===== src/rtl/tl_rx_np_tag_tracker.sv =====
// Non-posted tag tracker: lowest-free tag allocation, completion matching.
// Define TL_RX_CPL_TIMEOUT_EN to retire tags whose completion never arrives.
module tl_rx_np_tag_tracker #(
  parameter int REQUESTER_ID_WIDTH  = 16,
  parameter int REQUESTER_TAG_WIDTH = 10,
  parameter int NUM_TAGS            = 32,
  parameter int TICK_CYCLES         = 4096
) (
  input  logic                           clk,
  input  logic                           rst,
  input  logic                           alloc_req,
  output logic                           alloc_gnt,
  output logic [REQUESTER_TAG_WIDTH-1:0] alloc_tag,
  input  logic                           cpl_valid,
  input  logic [REQUESTER_ID_WIDTH-1:0]  cpl_req_id,
  input  logic [REQUESTER_TAG_WIDTH-1:0] cpl_tag,
  input  logic                           cpl_last,
  input  logic [REQUESTER_ID_WIDTH-1:0]  own_req_id,
  input  logic                           uc_en,
  output logic                           cpl_ok,
  output logic                           uc_error,
  output logic [$clog2(NUM_TAGS):0]      outstanding_cnt,
  output logic                           all_busy,
  output logic                           timeout_valid,
  output logic [REQUESTER_TAG_WIDTH-1:0] timeout_tag
);
  localparam int IW = $clog2(NUM_TAGS);
  localparam int TW = REQUESTER_TAG_WIDTH;
  localparam logic [TW:0] TAG_LIM = (TW+1)'(NUM_TAGS);

  logic [NUM_TAGS-1:0] busy_q;
  logic [NUM_TAGS-1:0] alloc_mask;
  logic [NUM_TAGS-1:0] rel_mask;
  logic [NUM_TAGS-1:0] exp_mask;
  logic [IW-1:0]       free_idx;
  logic [IW-1:0]       cpl_idx;
  logic                any_free;
  logic                cpl_hit;

  always_comb begin
    free_idx = '0;
    any_free = 1'b0;
    for (int i = NUM_TAGS - 1; i >= 0; i--) begin
      if (!busy_q[i]) begin
        free_idx = IW'(i);
        any_free = 1'b1;
      end
    end
  end

  always_comb begin
    outstanding_cnt = '0;
    for (int i = 0; i < NUM_TAGS; i++)
      outstanding_cnt = outstanding_cnt + (IW+1)'(busy_q[i]);
  end

  assign alloc_gnt = alloc_req && any_free;
  assign alloc_tag = TW'(free_idx);
  assign all_busy  = !any_free;

  // Upper tag bits must be zero; the low bits alone index the bitmap.
  assign cpl_idx = cpl_tag[IW-1:0];
  assign cpl_hit = cpl_valid && (cpl_req_id == own_req_id)
                && ({1'b0, cpl_tag} < TAG_LIM) && busy_q[cpl_idx];

  assign alloc_mask = alloc_gnt ? (NUM_TAGS'(1) << free_idx) : '0;
  assign rel_mask   = (cpl_hit && cpl_last) ? (NUM_TAGS'(1) << cpl_idx) : '0;

  always_ff @(posedge clk) begin
    if (!rst) begin
      busy_q   <= '0;
      cpl_ok   <= 1'b0;
      uc_error <= 1'b0;
    end else begin
      busy_q   <= (busy_q & ~rel_mask & ~exp_mask) | alloc_mask;
      cpl_ok   <= cpl_hit;
      uc_error <= cpl_valid && !cpl_hit && uc_en;
    end
  end

`ifdef TL_RX_CPL_TIMEOUT_EN
  localparam int CW = $clog2(TICK_CYCLES);

  logic [CW-1:0]       tick_q;
  logic                tick;
  logic [1:0]          age_q [NUM_TAGS];
  logic [NUM_TAGS-1:0] pend_q;
  logic [NUM_TAGS-1:0] pend_pick;
  logic [IW-1:0]       pend_idx;
  logic                any_pend;

  assign tick = (tick_q == CW'(TICK_CYCLES - 1));

  // A release in the same cycle takes precedence over expiry.
  always_comb begin
    exp_mask = '0;
    for (int i = 0; i < NUM_TAGS; i++)
      exp_mask[i] = tick && busy_q[i] && (age_q[i] == 2'd3) && !rel_mask[i];
  end

  always_comb begin
    pend_idx = '0;
    any_pend = 1'b0;
    for (int i = NUM_TAGS - 1; i >= 0; i--) begin
      if (pend_q[i]) begin
        pend_idx = IW'(i);
        any_pend = 1'b1;
      end
    end
  end

  assign pend_pick = any_pend ? (NUM_TAGS'(1) << pend_idx) : '0;

  always_ff @(posedge clk) begin
    if (!rst) begin
      tick_q        <= '0;
      pend_q        <= '0;
      timeout_valid <= 1'b0;
      timeout_tag   <= '0;
      for (int i = 0; i < NUM_TAGS; i++)
        age_q[i] <= '0;
    end else begin
      tick_q        <= tick ? '0 : tick_q + 1'b1;
      pend_q        <= (pend_q & ~pend_pick) | exp_mask;
      timeout_valid <= any_pend;
      timeout_tag   <= TW'(pend_idx);
      for (int i = 0; i < NUM_TAGS; i++) begin
        if (alloc_mask[i])
          age_q[i] <= '0;
        else if (tick && busy_q[i] && age_q[i] != 2'd3)
          age_q[i] <= age_q[i] + 2'd1;
      end
    end
  end
`else
  logic unused_tick;
  assign unused_tick   = (TICK_CYCLES > 1);
  assign exp_mask      = '0;
  assign timeout_valid = 1'b0;
  assign timeout_tag   = '0;
`endif

endmodule


===== config.mk =====
export PLATFORM = sky130hd
export DESIGN_NAME = tl_rx_np_tag_tracker
export DESIGN_NICKNAME = d
export VERILOG_FILES = /design/src/rtl/tl_rx_np_tag_tracker.sv
export SDC_FILE = /design/constraint.sdc
export NUM_CORES = 1
export LEC_CHECK = 0
export CORE_ASPECT_RATIO = 2
export CORE_MARGIN = 1
export CORE_UTILIZATION = 51
export DETAILED_ROUTE_END_ITERATION = 8
export PLACE_DENSITY = 0.92
export SLEW_MARGIN = 20
export SYNTH_ARGS = -nofsm -noshare
export SYNTH_HDL_FRONTEND = slang
export SYNTH_SLANG_ARGS = --single-unit

===== constraint.sdc =====
create_clock -name clk -period 7.2 [get_ports clk]
set_input_delay 1.8 -clock clk [delete_from_list [all_inputs] [get_ports clk]]
set_output_delay 1.8 -clock clk [all_outputs]
set_load 0.05 [all_outputs]

==> results of run 1 <==
repair_timing:
item | in CTS | in global routing
setup buffers | 0 | 0
pin swaps | 0 | 1
setup endpoints to repair | 2 | 2
resized for setup | 2 | 6
metrics by stage:
stage,instance area (µm²),worst slack (ns),cells
2_1_floorplan,3310,0.295,386
5_1_grt,4020,0.0222,518
3_5_place_dp,3880,0.185,510
6_report,4020,0.183,518
4_1_cts,4020,0.134,518
3_3_place_gp,3880,0.334,510
path summary, 6_finish.rpt:
check | endpoint | startpoint
setup reg to reg | busy_q[15] | busy_q[29]
hold / removal | busy_q[23] | busy_q[23]
setup / recovery | outstanding_cnt[4] | busy_q[13]
hold reg to reg | busy_q[23] | busy_q[23]
cells by family (layout without fill, tap and decap cells):
kind of cell | Yosys count | in the layout
fa+ha+maj | 31 | 31
other cells | 1 | 16
mux | 14 | 14
buf+inv | 67 | 115
simple gates | 97 | 97
compound gates | 108 | 108
flops | 34 | 34
xor+xnor | 19 | 19
synth_stat cells (all sizes together) (2+ instances only):
| library cell | count | share of area |
|---|---|---|
| fa | 24 | 0.15 |
| inv | 43 | 0.050 |
| a21oi | 12 | 0.018 |
| or2 | 2 | 0.0039 |
| a211oi | 5 | 0.015 |
| clkbuf | 4 | 0.0046 |
| nand3b | 2 | 0.0046 |
| buf | 20 | 0.050 |
| nand4 | 16 | 0.033 |
| o2bb2ai | 2 | 0.0073 |
| xnor2 | 17 | 0.046 |
| mux2i | 6 | 0.018 |
| or3b | 2 | 0.0062 |
| o22ai | 4 | 0.0077 |
| mux2 | 8 | 0.028 |
| a311oi | 2 | 0.0073 |
| o21a | 2 | 0.0046 |
| dfxtp | 34 | 0.21 |
| nand2 | 18 | 0.021 |
| and2 | 2 | 0.0038 |
| o211ai | 33 | 0.076 |
| a41o | 2 | 0.0062 |
| or2b | 3 | 0.0069 |
| nor2 | 7 | 0.0081 |
| nand3 | 13 | 0.022 |
| or3 | 6 | 0.015 |
| a21o | 3 | 0.0069 |
| ha | 7 | 0.027 |
| o21ai | 33 | 0.051 |
| nor3 | 7 | 0.016 |
| nor2b | 9 | 0.017 |
| xor2 | 2 | 0.0054 |
| nand2b | 8 | 0.015 |
state kept, by name (all words and copies together), names as in the netlist:
name and flops:
busy_q 32, cpl_ok 1, uc_error 1
metal layers:
layer,vias up,GRT usage,wire length (µm)
li1,1431,-,-
met1,1508,0.277,2970
met5,-,0,0
met3,78,0.0484,589
met2,238,0.553,5180
met4,0,0.352,1130
where the power goes:
part	total, µW	leakage, µW	internal (µW)	switching, µW
clock network	217	0.0000739	137	79.8
registers	194	0.000276	190	4.01
logic	123	0.00111	50.5	72.5
worst max-delay path: stages (launching register included):
cell     delay, ns
dfxtp_1       0.49
fa_1          0.52
fa_1          0.50
inv_1         0.06
fa_1          0.52
fa_1          0.43
fa_1          0.52
fa_1          0.42
inv_1         0.07
ha_1          0.16
inv_1         0.06
fa_1          0.46
inv_1         0.08
a21o_1        0.10
a21oi_1       0.07
xnor2_1       0.27
buf_12        0.18
layout make-up:
type	count	area (µm²)
repair buffers	64	634
fillers	492	2030
multi-input cells	285	2290
inverters	43	161
flip-flops and latches	34	686
well taps	84	105
clock inverters	1	5.00
clock buffers	7	143
==> impl_metrics.py, run 1 <==
metrics = {
    "timing": {
        "clock_skew_ns": 0.0103,
        "timing.slew.headroom": 0.316,
        "fin_crit_ns": 7.02,
        "finalCritPeriodShare": 0.975,
        "finalSetupTns_ns": 0,
        "rsz0062_at_grt": "false",
        "hold_viol": 0,
        "max_freq_mhz": 143,
        "tightest_slew_ns": 1.02,
        "fin_hold_ws_ns": 0.539,
        "setup_viol_count_final": 0,
        "slew_violations": 0,
    },
    "yosys": {
        "synth_compound_area_frac": 0.235,
        "synth_cell_type_count": 59,
        "synth_edf_count": 0,
        "yosysWarnings": 0,
        "ys_ff_latch": 34,
        "postSynthAreaPerCell_um2": 8.76,
        "syn-cell-area_um2": 3250,
        "synthMuxAreaShare": 0.0462,
        "synthSimpleGateAreaFrac": 0.178,
        "synth_top_family_by_area": "compound AO/OA/AOI/OAI gates",
        "synth-adder-area-share": 0.175,
        "synthXorXnorAreaFrac": 0.0512,
        "synthFlopType": "dfxtp_1",
        "seq_area_frac_synth": 0.209,
        "async_reset_ff_frac": 0,
        "synthCells": 371,
    },
    "global_routing": {
        "grt_max_degree": 37,
        "antenna_found_initial": 0,
        "grt_overflow": 0,
        "grt_util_all_layers": 0.316,
        "grt_pass1_vias": 3421,
        "grt_pass1_wl_um": 15600,
    },
    "floorplanning": {
        "die_h_um": 115,
        "die-area_um2": 6720,
        "io_pins": 79,
        "initial_core_util": 0.537,
        "chipWidth_um": 58.5,
        "core_region_area_um2": 6060,
        "rows": 40,
    },
    "placed_design": {
        "place.port_buffers": 62,
        "place_congestion": 0.929,
        "hpwl_um": 7900,
    },
    "cells_and_area": {
        "final_cell_mix": "clkdlybuf4s50_1 (57), inv_1 (42), o211ai_1 (33)",
        "final_common_cell": "clkdlybuf4s50_1",
        "final_nets": 512,
        "drive_gt1_frac": 0.0968,
        "final_util": 0.664,
        "antennaDiodeCount": 0,
        "area_growth_syn_to_layout_pct": 23.7,
    },
    "routing": {
        "drc_errors": 0,
        "drtAntennaViolNets": 0,
        "finalWirelength_um": 9860,
        "drt_pass1_iterations": 4,
        "wl_per_cell_um": 19.0,
        "vias": 3255,
        "vias_per_cell": 6.28,
        "first_iter_violations": 186,
    },
    "worst_setup_path": {
        "worstPathArrival_ns": 5.22,
        "startpoint_type": "flip-flop",
        "path_class": "flip-flop to output port",
        "cp.required_ns": 5.40,
        "critPathMaxFanout": 7,
        "ff2ff_setup_slack_ns": 4.91,
        "worstRegToRegCells": 5,
        "crit_path_end_kind": "output port",
    },
    "power": {
        "p_per_area_nw_per_um2": 133,
        "power.leakage_uw": 0.00146,
        "max-vdd-ir-drop_uv": 162,
        "finalPower_uw": 534,
    },
    "clocking": {
        "clkTransAtPathRegs_ns": 0.06,
        "cts_sinks": 34,
        "numCtsBuffers": 5,
        "htree_levels": 2,
        "cts_buffer_depth": 2,
        "clkLatencyLatePin_ns": 0.29,
        "cts_tree": "yes",
        "ctsRootBufferMaster": "clkbuf_16",
        "hold_buffers": 0,
    },
    "min_path": {
        "min_path_cells": 2,
        "hp-class": "flip-flop to flip-flop",
    },
    "outcome": {
        "outcome": "finished clean",
    },
    "run": {
        "maxCapViolCount": 0,
    },
}
(Power assumes the default switching activity.)
==> run 2, diff against run 1 <==
Settings changed: CORE_MARGIN 1 to 2, CORE_UTILIZATION 51 to 45, PLACE_DENSITY 0.92 to 0.84.
==> impl_metrics.py, run 2 (synthesis results as in run 1) <==
metrics = {
    "routing": {
        "first_iter_violations": 140,
        "vias": 3196,
        "vias_per_cell": 6.09,
        "finalWirelength_um": 10100,
        "wl_per_cell_um": 19.2,
        "drtAntennaViolNets": 0,
        "drc_errors": 0,
        "drt_pass1_iterations": 5,
    },
    "power": {
        "max-vdd-ir-drop_uv": 112,
        "p_per_area_nw_per_um2": 129,
        "power.leakage_uw": 0.00147,
    },
    "cells_and_area": {
        "final_nets": 514,
        "final_cell_area_um2": 4030,
        "area_growth_syn_to_layout_pct": 24.1,
        "drive_gt1_frac": 0.0897,
        "final_cell_mix": "clkdlybuf4s50_1 (57), inv_1 (42), dfxtp_1 (34)",
        "antennaDiodeCount": 0,
        "largest_registers": "busy_q (32), cpl_ok (1), uc_error (1)",
        "final_common_cell": "clkdlybuf4s50_1",
        "regMostFlops": "busy_q",
        "largest_reg_flops": 32,
    },
    "worst_setup_path": {
        "worstPathArrival_ns": 5.24,
        "cp.required_ns": 5.40,
        "critPathLaunch": "busy_q[25]",
        "r2r_start": "busy_q[28]",
        "worstRegToRegCells": 5,
        "startpoint_type": "flip-flop",
        "crit_path_end_kind": "output port",
        "critPathMaxFanout": 6,
        "path_class": "flip-flop to output port",
    },
    "timing": {
        "clock_skew_ns": 0.00774,
        "timing.slew.headroom": 0.320,
        "setup_viol_count_final": 0,
        "finalSetupTns_ns": 0,
        "hold_viol": 0,
        "finalCritPeriodShare": 0.978,
        "slew_violations": 0,
        "tightest_slew_ns": 1.02,
        "fin_crit_ns": 7.04,
        "rsz0062_at_grt": "true",
        "max_freq_mhz": 142,
    },
    "floorplanning": {
        "die_h_um": 124,
        "core_region_area_um2": 6990,
        "chipWidth_um": 64.1,
        "io_pins": 79,
        "die-area_um2": 7960,
        "initial_core_util": 0.465,
        "rows": 43,
    },
    "clocking": {
        "cts_buffer_depth": 2,
        "cts_sinks": 34,
        "ctsRootBufferMaster": "clkbuf_16",
        "htree_levels": 2,
        "numCtsBuffers": 5,
        "cts_tree": "yes",
        "clkLatencyLatePin_ns": 0.29,
        "clkTransAtPathRegs_ns": 0.06,
    },
    "global_routing": {
        "grt_pass1_wl_um": 16200,
        "grt_pass1_vias": 3322,
        "antenna_found_initial": 0,
        "grt_util_all_layers": 0.271,
        "grt_overflow": 0,
        "grt_max_degree": 37,
    },
    "placed_design": {
        "hpwl_um": 8140,
        "dpl-instance-area_um2": 3900,
        "place.port_buffers": 62,
        "place_congestion": 1.03,
    },
    "run": {
        "maxCapViolCount": 0,
    },
    "min_path": {
        "hp-class": "flip-flop to flip-flop",
        "hp-start": "busy_q[23]",
        "min_path_cells": 2,
    },
    "outcome": {
        "outcome": "finished clean",
    },
}
==> run 2: cell types whose count changed in the layout (fill, tap and decap cells not counted) <==
| cell | previous run | this run |
|---|---|---|
| dfxtp_1 | 30 | 34 |
| dfxtp_2 | 4 | 0 |
| buf_4 | 4 | 6 |
| clkbuf_1 | 1 | 2 |
| clkbuf_8 | 1 | 0 |
| clkinv_2 | 1 | 0 |
| xnor2_1 | 17 | 16 |
| xnor2_2 | 0 | 1 |
==> run 2: what timing repair did <==
action	in CTS	in global routing
endpoints found under the setup margin	2	2
gates resized for setup	2	3
hold buffers	0	0
buffers inserted	0	0
==> run 2: worst max-delay path: stages, from the launching register on <==
cell and delay [ns]:
dfxtp_1 0.42, inv_1 0.10, fa_1 0.48, fa_1 0.52, inv_1 0.05, fa_1 0.48, inv_1 0.05, fa_1 0.46
fa_1 0.52, fa_1 0.42, inv_1 0.07, ha_1 0.17, inv_1 0.07, fa_1 0.47, inv_1 0.08, a21o_1 0.12
a21oi_1 0.10, xnor2_2 0.19, buf_12 0.16
==> run 2: power breakdown <==
group / internal, µW / leakage, µW / switching, µW
clock network: 126 / 0.0000640 / 78.3
registers: 190 / 0.000274 / 3.86
logic: 50.8 / 0.00113 / 72.7
total: 367 / 0.00147 / 155
==> run 2: cell type report <==
cell class / instances / area (µm²)
Tap cell: 90 / 113
Clock buffer: 7 / 133
Timing Repair Buffer: 66 / 649
Inverter: 43 / 161
Sequential cell: 34 / 681
Fill cell: 633 / 2960
Multi-Input combinational cell: 285 / 2300
==> run 2: final timing paths <==
path,to,slack (ns)
worst max-delay path,outstanding_cnt[4],0.16
worst min-delay path,busy_q[23],0.55
worst max register to register,busy_q[15],4.88
worst min register to register,busy_q[23],0.55
==> run 2: metrics by stage <==
stage / instances / utilization / power (µW) / setup WS (ns) / hold WS, ns
final: 525 / 0.577 / 522 / 0.160 / 0.554
after global routing: 525 / 0.577 / 536 / -0.0723 / 0.581
after CTS: 525 / 0.576 / 521 / 0.0983 / 0.551
after detailed placement: 518 / 0.557 / 320 / 0.159 / 0.543
after global placement: 518 / 0.557 / 318 / 0.290 / 0.530
after floorplan: 386 / - / 279 / 0.295 / 0.506
==> run 2: layer usage <==
layer / wire length, µm / GRT usage
met5: 0 / 0
met4: 964 / 0.257
met3: 633 / 0.0379
met2: 5400 / 0.503
met1: 3110 / 0.242
==> run 3, diff against run 2 <==
Settings changed: GPL_ROUTABILITY_DRIVEN set to 1.
==> results of run 3 <==
Same layout as run 2: the final DEF is identical, and so are final timing and power.
